===== src/rtl/alarm_ring_ctrl.sv =====
// rtl/alarm_ring_ctrl.sv - alarm ring sequencer: ring/snooze/stop handling, beep cadence, auto-stop
// One event acts per cycle (stop > snooze > tick > match); a button or disarm discards a coincident tick.
module alarm_ring_ctrl #(
  parameter int RING_SECS   = 60,
  parameter int SNOOZE_SECS = 300,
  parameter int MAX_SNOOZE  = 3,
  parameter int ON_SECS     = 4,
  parameter int OFF_SECS    = 1
) (
  input  logic       clk,
  input  logic       rst,
  input  logic       tick_1hz,
  input  logic       alarm_armed,
  input  logic       alarm_match,
  input  logic       stop_btn,
  input  logic       snooze_btn,
  output logic       melody_en,
  output logic       ringing,
  output logic       snoozing,
  output logic [3:0] snooze_cnt,
  output logic       missed
);

  localparam logic [1:0] ST_IDLE   = 2'd0;
  localparam logic [1:0] ST_RING   = 2'd1;
  localparam logic [1:0] ST_SNOOZE = 2'd2;

  localparam logic [9:0] RING_LIM   = 10'(RING_SECS);
  localparam logic [9:0] SNOOZE_LIM = 10'(SNOOZE_SECS);
  localparam logic [9:0] ON_LIM     = 10'(ON_SECS);
  localparam logic [9:0] OFF_LIM    = 10'(OFF_SECS);
  localparam logic [3:0] MAX_LIM    = 4'(MAX_SNOOZE);
  localparam logic       HAS_OFF    = (OFF_SECS > 0);

  if (RING_SECS < 1 || RING_SECS > 1023) begin : g_bad_ring
    $error("alarm_ring_ctrl: RING_SECS out of range 1..1023");
  end
  if (SNOOZE_SECS < 1 || SNOOZE_SECS > 1023) begin : g_bad_snooze
    $error("alarm_ring_ctrl: SNOOZE_SECS out of range 1..1023");
  end
  if (MAX_SNOOZE < 0 || MAX_SNOOZE > 15) begin : g_bad_max
    $error("alarm_ring_ctrl: MAX_SNOOZE out of range 0..15");
  end
  if (ON_SECS < 1 || ON_SECS > 1023 || OFF_SECS < 0 || OFF_SECS > 1023) begin : g_bad_cadence
    $error("alarm_ring_ctrl: cadence lengths out of range");
  end

  logic [1:0] state_q, state_d;
  logic [9:0] sec_q, sec_d, sec_inc;
  logic [9:0] phase_cnt_q, phase_cnt_d, phase_inc;
  logic       phase_off_q, phase_off_d;
  logic [3:0] snz_d;
  logic       missed_d;

  always_comb begin
    state_d     = state_q;
    sec_d       = sec_q;
    phase_cnt_d = phase_cnt_q;
    phase_off_d = phase_off_q;
    snz_d       = snooze_cnt;
    missed_d    = missed;
    sec_inc     = sec_q + 10'd1;
    phase_inc   = phase_cnt_q + 10'd1;

    if (!alarm_armed) begin
      state_d = ST_IDLE;
      snz_d   = 4'd0;
    end else begin
      case (state_q)
        ST_IDLE: begin
          if (stop_btn) begin
            missed_d = 1'b0;
          end else if (alarm_match) begin
            state_d     = ST_RING;
            sec_d       = 10'd0;
            phase_off_d = 1'b0;
            phase_cnt_d = 10'd0;
            missed_d    = 1'b0;
          end
        end
        ST_RING: begin
          if (stop_btn) begin
            state_d = ST_IDLE;
            snz_d   = 4'd0;
          end else if (snooze_btn) begin
            if (snooze_cnt < MAX_LIM) begin
              state_d = ST_SNOOZE;
              snz_d   = snooze_cnt + 4'd1;
              sec_d   = 10'd0;
            end else begin
              state_d = ST_IDLE;
              snz_d   = 4'd0;
            end
          end else if (tick_1hz) begin
            // Limit checked before increment so sec_cnt never wraps.
            if (sec_inc == RING_LIM) begin
              state_d  = ST_IDLE;
              missed_d = 1'b1;
              snz_d    = 4'd0;
            end else begin
              sec_d = sec_inc;
            end
            if (!phase_off_q) begin
              if (phase_inc == ON_LIM) begin
                phase_off_d = HAS_OFF;
                phase_cnt_d = 10'd0;
              end else begin
                phase_cnt_d = phase_inc;
              end
            end else begin
              if (phase_inc == OFF_LIM) begin
                phase_off_d = 1'b0;
                phase_cnt_d = 10'd0;
              end else begin
                phase_cnt_d = phase_inc;
              end
            end
          end
        end
        ST_SNOOZE: begin
          if (stop_btn) begin
            state_d = ST_IDLE;
            snz_d   = 4'd0;
          end else if (!snooze_btn && tick_1hz) begin
            if (sec_inc == SNOOZE_LIM) begin
              state_d     = ST_RING;
              sec_d       = 10'd0;
              phase_off_d = 1'b0;
              phase_cnt_d = 10'd0;
            end else begin
              sec_d = sec_inc;
            end
          end
        end
        default: begin
          state_d = ST_IDLE;
          snz_d   = 4'd0;
        end
      endcase
    end
  end

  always_ff @(posedge clk) begin
    if (rst) begin
      state_q     <= ST_IDLE;
      sec_q       <= 10'd0;
      phase_cnt_q <= 10'd0;
      phase_off_q <= 1'b0;
      snooze_cnt  <= 4'd0;
      missed      <= 1'b0;
      melody_en   <= 1'b0;
      ringing     <= 1'b0;
      snoozing    <= 1'b0;
    end else begin
      state_q     <= state_d;
      sec_q       <= sec_d;
      phase_cnt_q <= phase_cnt_d;
      phase_off_q <= phase_off_d;
      snooze_cnt  <= snz_d;
      missed      <= missed_d;
      melody_en   <= (state_d == ST_RING) && !phase_off_d;
      ringing     <= (state_d == ST_RING);
      snoozing    <= (state_d == ST_SNOOZE);
    end
  end

endmodule

===== config.mk =====
export PLATFORM = sky130hd
export DESIGN_NAME = alarm_ring_ctrl
export DESIGN_NICKNAME = d
export VERILOG_FILES = /design/src/rtl/alarm_ring_ctrl.sv
export SDC_FILE = /design/constraint.sdc
export NUM_CORES = 1
export LEC_CHECK = 0
export CORE_UTILIZATION = 30
export CTS_CLUSTER_DIAMETER = 120
export DETAILED_ROUTE_END_ITERATION = 7
export SETUP_SLACK_MARGIN = 0.1
export SYNTH_ARGS = -nofsm -noshare
export SYNTH_HDL_FRONTEND = slang
export SYNTH_SLANG_ARGS = --single-unit

===== constraint.sdc =====
create_clock -name clk -period 2.1 [get_ports clk]
set_input_delay 0.21 -clock clk [delete_from_list [all_inputs] [get_ports clk]]
set_output_delay 0.21 -clock clk [all_outputs]
set_load 0.05 [all_outputs]

# --- After elaboration in Yosys (flattened, before gate mapping) ---
# Index checks and enable logic that the tools add are counted.
totals:
  ff_bits: 31
  input_bits: 7
  out_inout_bits: 8
  wordCells: 111
classes:
  addsub: 3
  order_cmp: 1
  eq_ne: 24
  n_mux: 60
  n_bitwise: 2
  n_reduce_logical: 12
ops:
  columns: ["cell", "n"]
  rows:
  - ["10-bit 2-to-1 mux", 19]
  - ["10-bit one-hot mux with 3 select lines", 2]
  - ["4-bit 2-to-1 mux", 6]
  - ["2-bit 2-to-1 mux", 11]
  - ["10-bit by 1-bit adder with 10-bit output (second input constant)", 2]
  - ["2-bit != test (second input constant)", 10]
  - ["10-bit AND reduction", 2]
  - ["1-bit 2-to-1 mux", 18]
  - ["3-bit != test (second input constant)", 4]
  - ["4-bit one-hot mux with 3 select lines", 1]
  - ["10-bit by 1-bit equality test with 1-bit output (second input constant)", 1]
  - ["10-bit by 3-bit equality test with 1-bit output (second input constant)", 1]
  - ["10-bit by 6-bit equality test with 1-bit output (second input constant)", 1]
  - ["10-bit by 9-bit equality test with 1-bit output (second input constant)", 1]
  - ["4-bit != test (second input constant)", 2]
  - ["7-bit AND reduction", 1]
  - ["2-bit one-hot mux with 3 select lines", 1]
  - ["4-bit by 1-bit adder with 4-bit output (second input constant)", 1]
  - ["2-bit by 1-bit equality test with 1-bit output (second input constant)", 2]
  - ["2-bit equality test (second input constant)", 2]
  - ["4-bit by 2-bit less-than comparator with 1-bit output (second input constant)", 1]
  - ["4-bit AND reduction", 1]
  - ["1-bit one-hot mux with 3 select lines", 1]
  - ["3-bit nonzero test", 1]
  - ["7 further kinds", 10]

# --- Longest topological paths before layout ---
# Gate-level depths: netlist of the first run.
logic_depth:
  depth_word: 11
  mapped_depth: 9
  mapped_depth_nobuf: 8

# --- Worst setup path after synthesis of the first run ---
# Ideal clock, no wire load.
synth_path:
  kind: "register to register"
  start: "reg snooze_cnt[0]"
  end: "reg sec_q[9]"
  setup_ns: 0.071
  arrival_time_ns: 2.359
  required_ns: 2.029
  path_slack_ns: -0.329
  stages_incl_launch_ff: 9
  path_buffers: 1
  period_less_slack_ns: 2.429
  cell_sequence: "dfxtp_1 -> ha_1 -> or4b_4 -> o21ai_2 -> a2bb2oi_2 -> nand2b_1 -> buf_2 -> or4_1 -> a21oi_1"
synth_between:
  elab_chain_len: 3
synth_lines:
  columns: ["item", "line_no", "source"]
  rows:
  - ["start: declaration", "20", "output logic [3:0] snooze_cnt,"]
  - ["start signal: assignment", "159", "snooze_cnt <= snz_d;"]
  - ["4-bit by 2-bit less-than comparator with 1-bit output", "86", "if (snooze_cnt < MAX_LIM) begin"]
  - ["3-bit != test (no line)", null, null]
  - ["10-bit AND reduction (no line)", null, null]
  - ["end signal: assignment", "146", "sec_q <= 10'd0;"]
  - ["end signal: assignment", "156", "sec_q <= sec_d;"]
  - ["end: declaration", "49", "logic [9:0] sec_q, sec_d, sec_inc;"]
# Every way passes these cells.
# A chain may end at the register's enable or synchronous reset.

# --- Worst setup path in the final report of the first run ---
layout_path:
  start: "reg sec_q[0]"
  end: "reg sec_q[5]"
layout_between:
  elab_chain_len: 6
  word_cells_on_any_way: 13
  cone_classes: "add/sub (1); eq/ne (3); mux (8); reduce/logical (1)"
layout_lines:
  columns: ["item", "line_no", "source"]
  rows:
  - ["10-bit by 1-bit adder with 10-bit output (*)", "62", "sec_inc = sec_q + 10'd1;"]
  - ["10-bit by 9-bit equality test with 1-bit output / 10-bit 2-to-1 mux (equally long branches)", "125, 96", null]
  - ["10-bit 2-to-1 mux, on equally long branches", "125, 94", null]
  - ["10-bit 2-to-1 mux, on equally long branches", "124, 85", null]
  - ["10-bit 2-to-1 mux, on equally long branches", "121, 82", null]
  - ["10-bit one-hot mux with 3 select lines", "69", "case (state_q)"]
# Every way passes the cells marked *; elsewhere a longest branch is shown, timed or not. The select of a mux whose other input is x is not followed.

==> results of run 1 <==
[kinds of logic (layout without fill, tap and decap cells)]
group	count (synthesis)	after routing	share of synthesized area, %
AND/OR/NAND/NOR	117	117	33.4
multiplexers	2	2	0.940
XOR/XNOR	3	3	1.23
AO/OA/AOI/OAI	76	76	25.8
buffers and inverters	27	86	4.82
flip-flops	31	31	29.1
adder cells (fa/ha/maj)	8	8	4.70
[state kept, by name, summed over array words and instances (netlist names)]
register / count
missed: 1
state_q: 2
melody_en: 1
snooze_cnt: 4
ringing: 1
snoozing: 1
phase_cnt_q: 10
sec_q: 10
phase_off_q: 1
[worst reg2reg max path, delay by kind of cell (launching register included)]
| family | cells | cell delay (ns) |
|---|---|---|
| buffers and inverters | 4 | 0.64 |
| AOI/OAI and AO/OA | 4 | 0.58 |
| DFF | 1 | 0.36 |
| and+or+nand+nor | 1 | 0.20 |
| adders and majority gates | 1 | 0.16 |
[final cells by class]
class                   count  share of cell area, %
multi-input cells         206                   53.0
clock buffers               7                   3.39
well taps                  96                   3.78
repair buffers             66                   17.9
flip-flops and latches     31                   20.2
inverters                  12                   1.54
clock inverters             1                  0.157
[routing by layer]
| layer | track usage (%) | share of wire (%) | vias to the layer above |
|---|---|---|---|
| met4 | 7.12 | 2.6 | 0 |
| li1 | - | - | 1126 |
| met3 | 2.38 | 2.3 | 12 |
| met1 | 23.1 | 47 | 1100 |
| met5 | 0 | 0 | - |
| met2 | 26.8 | 48 | 47 |
[Yosys cell counts (all sizes together) (4+ instances only)]
cell type / count
a21oi: 17
dfxtp: 31
or4: 7
nand3: 14
nor2b: 4
ha: 8
a32oi: 4
nor2: 14
nand2b: 9
nand4: 6
and3: 9
o21ai: 15
nand4b: 4
clkbuf: 14
o41ai: 5
nor3: 5
nand2: 15
and4: 7
or3: 4
a211oi: 6
a31oi: 9
inv: 12
[cells in the final DEF, fill, tap and decap left out, drive strengths merged, types with 5 or more instances in the layout]
master / instances
buf: 52
dfxtp: 31
a21oi: 17
nand2: 15
o21ai: 15
clkdlybuf4s50: 14
nand3: 14
nor2: 14
inv: 11
nand2b: 9
and3: 9
a31oi: 9
ha: 8
or4: 7
clkbuf: 7
and4: 7
nand4: 6
a211oi: 6
nor3: 5
o41ai: 5
[repair_timing]
action                                 4_1_cts  5_1_grt
setup endpoints to repair                   28       30
hold buffers                                 0        0
endpoints found under the hold margin        0        0
gates resized for setup                     30       35
buffers inserted                             9        5
pin swaps                                   21       25
[power by group]
group	leakage, uW	internal [uW]	switching [uW]	total [uW]
sequential	0.000257	586	1.84	588
clock	0.0000594	336	241	577
combinational	0.000834	71.5	90.1	162
[stage by stage]
| step | total power [uW] | setup slack, ns |
|---|---|---|
| floorplan | 674 | -0.0619 |
| global placement | 735 | -0.130 |
| detailed placement | 736 | -0.175 |
| CTS | 1320 | 0.0459 |
| global route | 1370 | -0.0789 |
| finish | 1330 | 0.0404 |
[worst max-delay path by stage]
stage	startpoint	end	slack [ns]	cells after the start
floorplan	snooze_cnt[1]	sec_q[9]	-0.06	8
global placement	snooze_btn	phase_cnt_q[5]	-0.13	7
detailed placement	snooze_btn	phase_cnt_q[9]	-0.17	6
CTS	sec_q[1]	phase_cnt_q[8]	0.05	9
global route	sec_q[0]	sec_q[7]	-0.08	10
finish	sec_q[0]	sec_q[5]	0.04	10
==> flow_summary.json, run 1 <==
{
  "grt_setup_unrepaired": "true",
  "max-cap-violations": 0,
  "synth_top_area_share_pct": 29.1,
  "whs_ns": 0.493,
  "path_class": "reg2reg",
  "r2r_start": "sec_q[0]",
  "antenna_left": 0,
  "synth_top_cell_by_area": "dfxtp_1",
  "max_freq_mhz": 486,
  "drtPass1Iterations": 4,
  "post-route-drc-count": 0,
  "grt_pass1_vias": 2048,
  "min_to": "snooze_cnt[3]",
  "die_h_um": 86.3,
  "fp.coreArea_um2": 6830,
  "clkSlewWorstSetupHoldPaths_ns": 0.07,
  "rr_endpoint": "sec_q[5]",
  "syn-num-nets": 279,
  "worstHoldPathType": "reg2reg",
  "holdPathStages": 1,
  "critical-path-top-delay-family": "buffers and inverters",
  "yosys_most_used_dff": "dfxtp_1",
  "drv_slew": 0,
  "worstPathRequired_ns": 2.27,
  "start_util_pct": 31.2,
  "skew_ns": 0.00925,
  "synth.area.top_cells": "dfxtp_1, ha_1, a21oi_1",
  "clk_path_buf_depth": 2,
  "synth_edf_count": 0,
  "cp_cell_sequence": "ha_4 -> buf_4 -> nand4b_1 -> buf_4 -> a211oi_4 -> buf_6 -> a31oi_4 -> buf_6 -> a32oi_2 -> o41ai_2",
  "tightest_slew_ns": 0.778,
  "crit_buf_inv": 4,
  "clkLatencyLatePin_ns": 0.29,
  "netlist_area_um2": 2130,
  "grt_max_degree": 27,
  "cpPeakStageDelay_ns": 0.36,
  "antenna_cells": 0,
  "syn_avg_cell_area_um2": 8.07,
  "cp-start-kind": "flip-flop",
  "end_kind": "flip-flop",
  "fin_nets": 337,
  "regArea_um2": 643,
  "wl_mm": 6.42,
  "ys.warnings.count": 0,
  "fin_crit_ns": 2.06,
  "io_pins": 15,
  "ys_ff_latch": 31,
  "area_growth_pct": 49.2,
  "groute.usage.overall_pct": 16.9,
  "dp.cells": 397,
  "antenna_found_initial": 0,
  "gp_congestion": 0.836,
  "setup_tns_ns": 0,
  "layout-drive-gt1-share_pct": 38.7,
  "async_reset_ff_share_pct": 0,
  "design_area_um2": 3180,
  "setup_viol": 0,
  "final_cells": 419,
  "routedWlPerCell_um": 15.3,
  "grt_pass1_wl_mm": 10.1,
  "placed_area_um2": 2670,
  "drtIter0Drc": 147,
  "ys_types": 54,
  "ys_seq_area_share_pct": 29.1,
  "vias": 2285,
  "post-route-util_pct": 46.5,
  "cts_tree": "done",
  "hp-start": "snooze_cnt[3]",
  "fillers": 646,
  "dieArea_um2": 7440,
  "numCtsBuffers": 5,
  "slowest_stage": "dfxtp_2",
  "rows": 30,
  "p_leak_uw": 0.00115,
  "rrSetupSlack_ns": 0.04,
  "rr_worst_depth": 10,
  "multi_input_area_um2": 1680,
  "relSlewSlack_pct": 48.1,
  "die_w_um": 86.3,
  "cp_max_fo": 7,
  "overflow": 0,
  "clock-root-buffer": "clkbuf_8",
  "max-vdd-ir-drop_mv": 0.213,
  "dp_hpwl_mm": 4.22,
  "power.density_nw_per_um2": 417,
  "hold_viol_final": 0,
  "synthCells": 264,
  "status": "finished clean",
  "cts.sinks": 31,
  "htree_levels": 2,
  "period_share_pct": 98.1,
  "cp_data_arrival_time_ns": 2.23,
  "post_drt_via_cell_ratio": 5.45,
  "io_buffers": 14
}
(Power assumes the default switching activity.)
==> run 2, diff against run 1 <==
==> constraint.sdc (replaced) <==
create_clock -name clk -period 1.7 [get_ports clk]
set_input_delay 0.17 -clock clk [delete_from_list [all_inputs] [get_ports clk]]
set_output_delay 0.17 -clock clk [all_outputs]
set_load 0.05 [all_outputs]
==> run 2 against run 1 <==
  * The run now ends with setup timing left
  * Clock power increased by 34%
  * Sequential power increased by 23%
  * Power increased by 29%
  * Global-route usage increased by 1.4 points
  * Final area increased by 8.7%
==> flow_summary.json, run 2 (synthesized netlist as in run 1, its figures left out) <==
{
  "skew_ns": 0.00414,
  "fin_crit_ns": 2.03,
  "antenna_found_initial": 0,
  "cts.sinks": 31,
  "p_leak_uw": 0.00139,
  "post_drt_via_cell_ratio": 5.26,
  "grt_pass1_vias": 2364,
  "die_w_um": 86.3,
  "rows": 30,
  "clk_path_buf_depth": 2,
  "groute.usage.overall_pct": 18.3,
  "cts_hold_buf": 0,
  "start_util_pct": 31.2,
  "grt_pass1_wl_mm": 10.9,
  "path_class": "reg2reg",
  "rr_worst_depth": 9,
  "end_kind": "flip-flop",
  "wl_mm": 6.50,
  "tightest_slew_ns": 0.506,
  "clock-root-buffer": "clkbuf_8",
  "comb_power_share_pct": 12.3,
  "cpPeakStageDelay_ns": 0.36,
  "worstHoldPathType": "reg2reg",
  "final_cells": 463,
  "layout-drive-gt1-share_pct": 45.8,
  "slowest_stage": "dfxtp_4",
  "drtIter0Drc": 74,
  "cp_max_fo": 7,
  "dp_hpwl_mm": 4.72,
  "die_h_um": 86.3,
  "clkLatencyLatePin_ns": 0.29,
  "cp_cell_sequence": "ha_4 -> and3_4 -> and4_4 -> o211a_1 -> a22oi_2 -> buf_4 -> buf_6 -> nor4_4 -> a31o_4",
  "io_buffers": 14,
  "numCtsBuffers": 5,
  "holdPathStages": 1,
  "gp_congestion": 0.875,
  "routedWlPerCell_um": 14.0,
  "crit_start": "sec_q[1]",
  "clkPwrFrac_pct": 45.3,
  "final_cell_mix": "buf_4, dfxtp_1, nand3_1, nand2_1",
  "max-cap-violations": 0,
  "fp.coreArea_um2": 6830,
  "r2r_start": "sec_q[1]",
  "relSlewSlack_pct": 66.2,
  "layout_commonest_cell": "buf_4",
  "antenna_cells": 0,
  "switching_share_pct": 24.2,
  "grt_setup_unrepaired": "true",
  "setup_tns_ns": -7.12,
  "drv_slew": 0,
  "cp_data_arrival_time_ns": 2.21,
  "overflow": 0,
  "dieArea_um2": 7440,
  "cts_tree": "done",
  "fin_nets": 381,
  "post-route-drc-count": 0,
  "antenna_left": 0,
  "setup_viol": 31,
  "max-vdd-ir-drop_mv": 0.262,
  "vias": 2435,
  "clkSlewWorstSetupHoldPaths_ns": 0.07,
  "violations": "setup timing",
  "drtPass1Iterations": 4,
  "max_freq_mhz": 493,
  "dp.cells": 444,
  "worstPathRequired_ns": 1.88,
  "area_growth_pct": 62.3,
  "hp-start": "sec_q[3]",
  "top_regs": "phase_cnt_q x10, sec_q x10, snooze_cnt x4",
  "period_share_pct": 119,
  "grt_max_degree": 12,
  "htree_levels": 2,
  "worst_slack_ns": -0.329,
  "power.density_nw_per_um2": 495,
  "io_pins": 15,
  "status": "finished with violations",
  "power_frac_seq_pct": 42.4,
  "post-route-util_pct": 50.6,
  "cp-start-kind": "flip-flop",
  "p_sw_uw": 414,
  "intPower_uw": 1300,
  "hold_viol_final": 0
}
==> run 2: area by class of cell <==
type | instances | area, um^2
clock inverter | 2 | 35.0
fill | 648 | 3380
clock buffer | 6 | 82.6
tap | 96 | 120
multi-input combinational | 206 | 1640
inverter | 12 | 45.0
timing repair buffer | 110 | 886
sequential | 31 | 644
==> run 2: per-layer routing <==
metal | part of all wire (%) | vias up | GRT usage [%]
li1 | - | 1218 | -
met1 | 47 | 1153 | 23.6
met2 | 48 | 53 | 31.2
met3 | 3.0 | 11 | 2.48
met4 | 1.7 | 0 | 6.67
met5 | 0 | - | 0
==> run 2: worst paths after layout <==
check,to,slack [ns]
min reg2reg,sec_q[3],0.51
max,phase_cnt_q[1],-0.33
max reg2reg,phase_cnt_q[1],-0.33
min,sec_q[3],0.51
==> run 2: stage by stage <==
step	hold slack, ns	power, uW	setup WS (ns)	area, um^2
floorplan	0.322	842	-0.451	2280
global placement	0.493	936	-0.488	3090
detailed placement	0.502	936	-0.527	3090
CTS	0.511	1730	-0.359	3400
global route	0.539	1780	-0.414	3460
finish	0.511	1710	-0.329	3460
==> run 2: critical path, delay by kind of cell (launching register included) <==
family,cells,cell delay (ns)
flops,1,0.36
simple gates,3,0.37
compound gates,3,0.72
buf+inv,2,0.30
fa+ha+maj,1,0.17
==> run 2: power by group through the flow <==
stage	registers [uW]	logic (uW)	clock network (uW)
floorplan	750	91.8	0
global route	724	228	827
finish	725	211	774
global placement	744	191	0
CTS	724	208	800
detailed placement	745	192	0
==> run 2: repair_timing <==
action | in CTS | in global routing
setup buffers | 8 | 3
gates resized for setup | 26 | 10
pin swaps | 25 | 14
endpoints found under the setup margin | 31 | 32
gates cloned | 0 | 0
==> run 3, diff against run 2 <==
==> constraint.sdc (replaced) <==
create_clock -name clk -period 2.2 [get_ports clk]
set_input_delay 0.22 -clock clk [delete_from_list [all_inputs] [get_ports clk]]
set_output_delay 0.22 -clock clk [all_outputs]
set_load 0.05 [all_outputs]
==> run 3 against run 2 <==
  * The run now ends clean
  * First-iteration DRC count stayed put
  * Clock-buffer cell count is 1 higher
  * Sequential power is 23% lower
  * Clock power down 44%
  * Routed wire length decreased by 11%
  * Global-route usage decreased by 1.6 points
  * Critical path depth shrank 2
  * Fmax down 1.4%
  * Power down 34%
  * Largest power group is now registers
==> flow_summary.json, run 3 (synthesized netlist as in run 1, its figures left out) <==
{
  "drv_slew": 0,
  "clkLatencyLatePin_ns": 0.28,
  "cp_data_arrival_time_ns": 2.28,
  "worst-path-stages": 7,
  "cts_hold_buf": 0,
  "overflow": 0,
  "rrSetupSlack_ns": 0.14,
  "dp_slack_ns": -0.0588,
  "post_drt_via_cell_ratio": 5.35,
  "status": "finished clean",
  "start_util_pct": 31.2,
  "setup_viol": 0,
  "antenna_cells": 0,
  "rows": 30,
  "area_growth_pct": 36.4,
  "grt_max_degree": 27,
  "clock-root-buffer": "clkbuf_8",
  "wl_mm": 5.80,
  "hold_viol_final": 0,
  "fin_total_pwr_uw": 1130,
  "final_cell_mix": "buf_4, dfxtp_1, nand2_1",
  "dp_hpwl_mm": 4.10,
  "dieArea_um2": 7440,
  "relSlewSlack_pct": 54.2,
  "worstHoldPathType": "reg2reg",
  "io_buffers": 14,
  "io_pins": 15,
  "period_share_pct": 93.6,
  "end_kind": "flip-flop",
  "top_regs": "phase_cnt_q x10, sec_q x10, snooze_cnt x4",
  "power.density_nw_per_um2": 388,
  "cpPeakStageDelay_ns": 0.49,
  "cts_tree": "done",
  "worstPathRequired_ns": 2.42,
  "drtIter0Drc": 74,
  "grt_pass1_vias": 2083,
  "gp_congestion": 0.871,
  "numCtsBuffers": 5,
  "max-cap-violations": 0,
  "antenna_found_initial": 0,
  "cts.sinks": 31,
  "clkSlewWorstSetupHoldPaths_ns": 0.07,
  "crit_buf_inv": 1,
  "antenna_left": 0,
  "p_leak_uw": 0.00103,
  "htree_levels": 2,
  "vias": 2187,
  "skew_ns": 0.00949,
  "path_class": "reg2reg",
  "cp_max_fo": 5,
  "critical-path-top-delay-family": "compound AO/OA/AOI/OAI gates",
  "fillers": 711,
  "fin_crit_ns": 2.06,
  "post-route-drc-count": 0,
  "slowest_stage": "or4_1",
  "layout-drive-gt1-share_pct": 30.0,
  "layout_commonest_cell": "buf_4",
  "routedWlPerCell_um": 14.2,
  "setup_tns_ns": 0,
  "grt_pass1_wl_mm": 9.94,
  "worst_slack_ns": 0.141,
  "cp_cell_sequence": "buf_4 -> and4_4 -> a211o_1 -> a211oi_4 -> a22oi_2 -> or4_1 -> a21oi_1",
  "groute.usage.overall_pct": 16.7,
  "holdPathStages": 1,
  "fin_nets": 327,
  "fp.coreArea_um2": 6830,
  "rr_worst_depth": 7,
  "max_freq_mhz": 486,
  "clk_path_buf_depth": 2,
  "cp-start-kind": "flip-flop",
  "die_w_um": 86.3,
  "drtPass1Iterations": 4,
  "max-vdd-ir-drop_mv": 0.217,
  "die_h_um": 86.3,
  "grt_setup_unrepaired": "true",
  "tightest_slew_ns": 0.687
}
==> run 3: cell count changes in the layout (fill, tap and decap cells not counted), moves of 4 or more <==
cell / delta
a21oi_1: +4
buf_4: -55
buf_6: -4
clkdlybuf4s50_1: +6
==> run 3: path summary, 6_finish.rpt <==
kind,start,end
hold reg to reg,snooze_cnt[3],snooze_cnt[3]
setup / recovery,sec_q[1],phase_cnt_q[9]
setup reg to reg,sec_q[1],phase_cnt_q[9]
hold / removal,snooze_cnt[3],snooze_cnt[3]
==> run 3: stage by stage <==
stage	instances	utilization [%]	hold slack, ns	instance area, um^2
after floorplan	264	-	0.372	2170
after global placement	395	38.7	0.470	2650
after detailed placement	395	38.7	0.475	2650
after CTS	404	40.1	0.489	2740
after global routing	409	42.5	0.510	2900
final	409	42.5	0.489	2900
==> run 3: final cells by class <==
class                   instances  area (um^2)  area share [%]
multi-input cells             206         1530            52.8
flip-flops and latches         31          649            22.4
repair buffers                 56          475            16.4
well taps                      96          120            4.14
clock buffers                   7         76.3            2.63
inverters                      12         45.0            1.55
clock inverters                 1         5.00           0.172
==> run 3: power breakdown <==
group	internal, uW	switching, uW
Combinational	57.6	73.9
Clock	222	214
Sequential	556	1.60
Total	836	290
==> run 3: routing by layer <==
layer,track usage (%),up-vias,wire [um]
met5,0,-,0
met4,5.15,0,59
met3,3.05,5,186
met1,22.7,1050,2830
li1,-,1102,-
met2,26.8,30,2730
==> run 3: what timing repair did <==
action                     4_1_cts  5_1_grt
resized for setup                1       38
setup endpoints to repair        7       29
buffers inserted                 1        5
pin swaps                        0       20
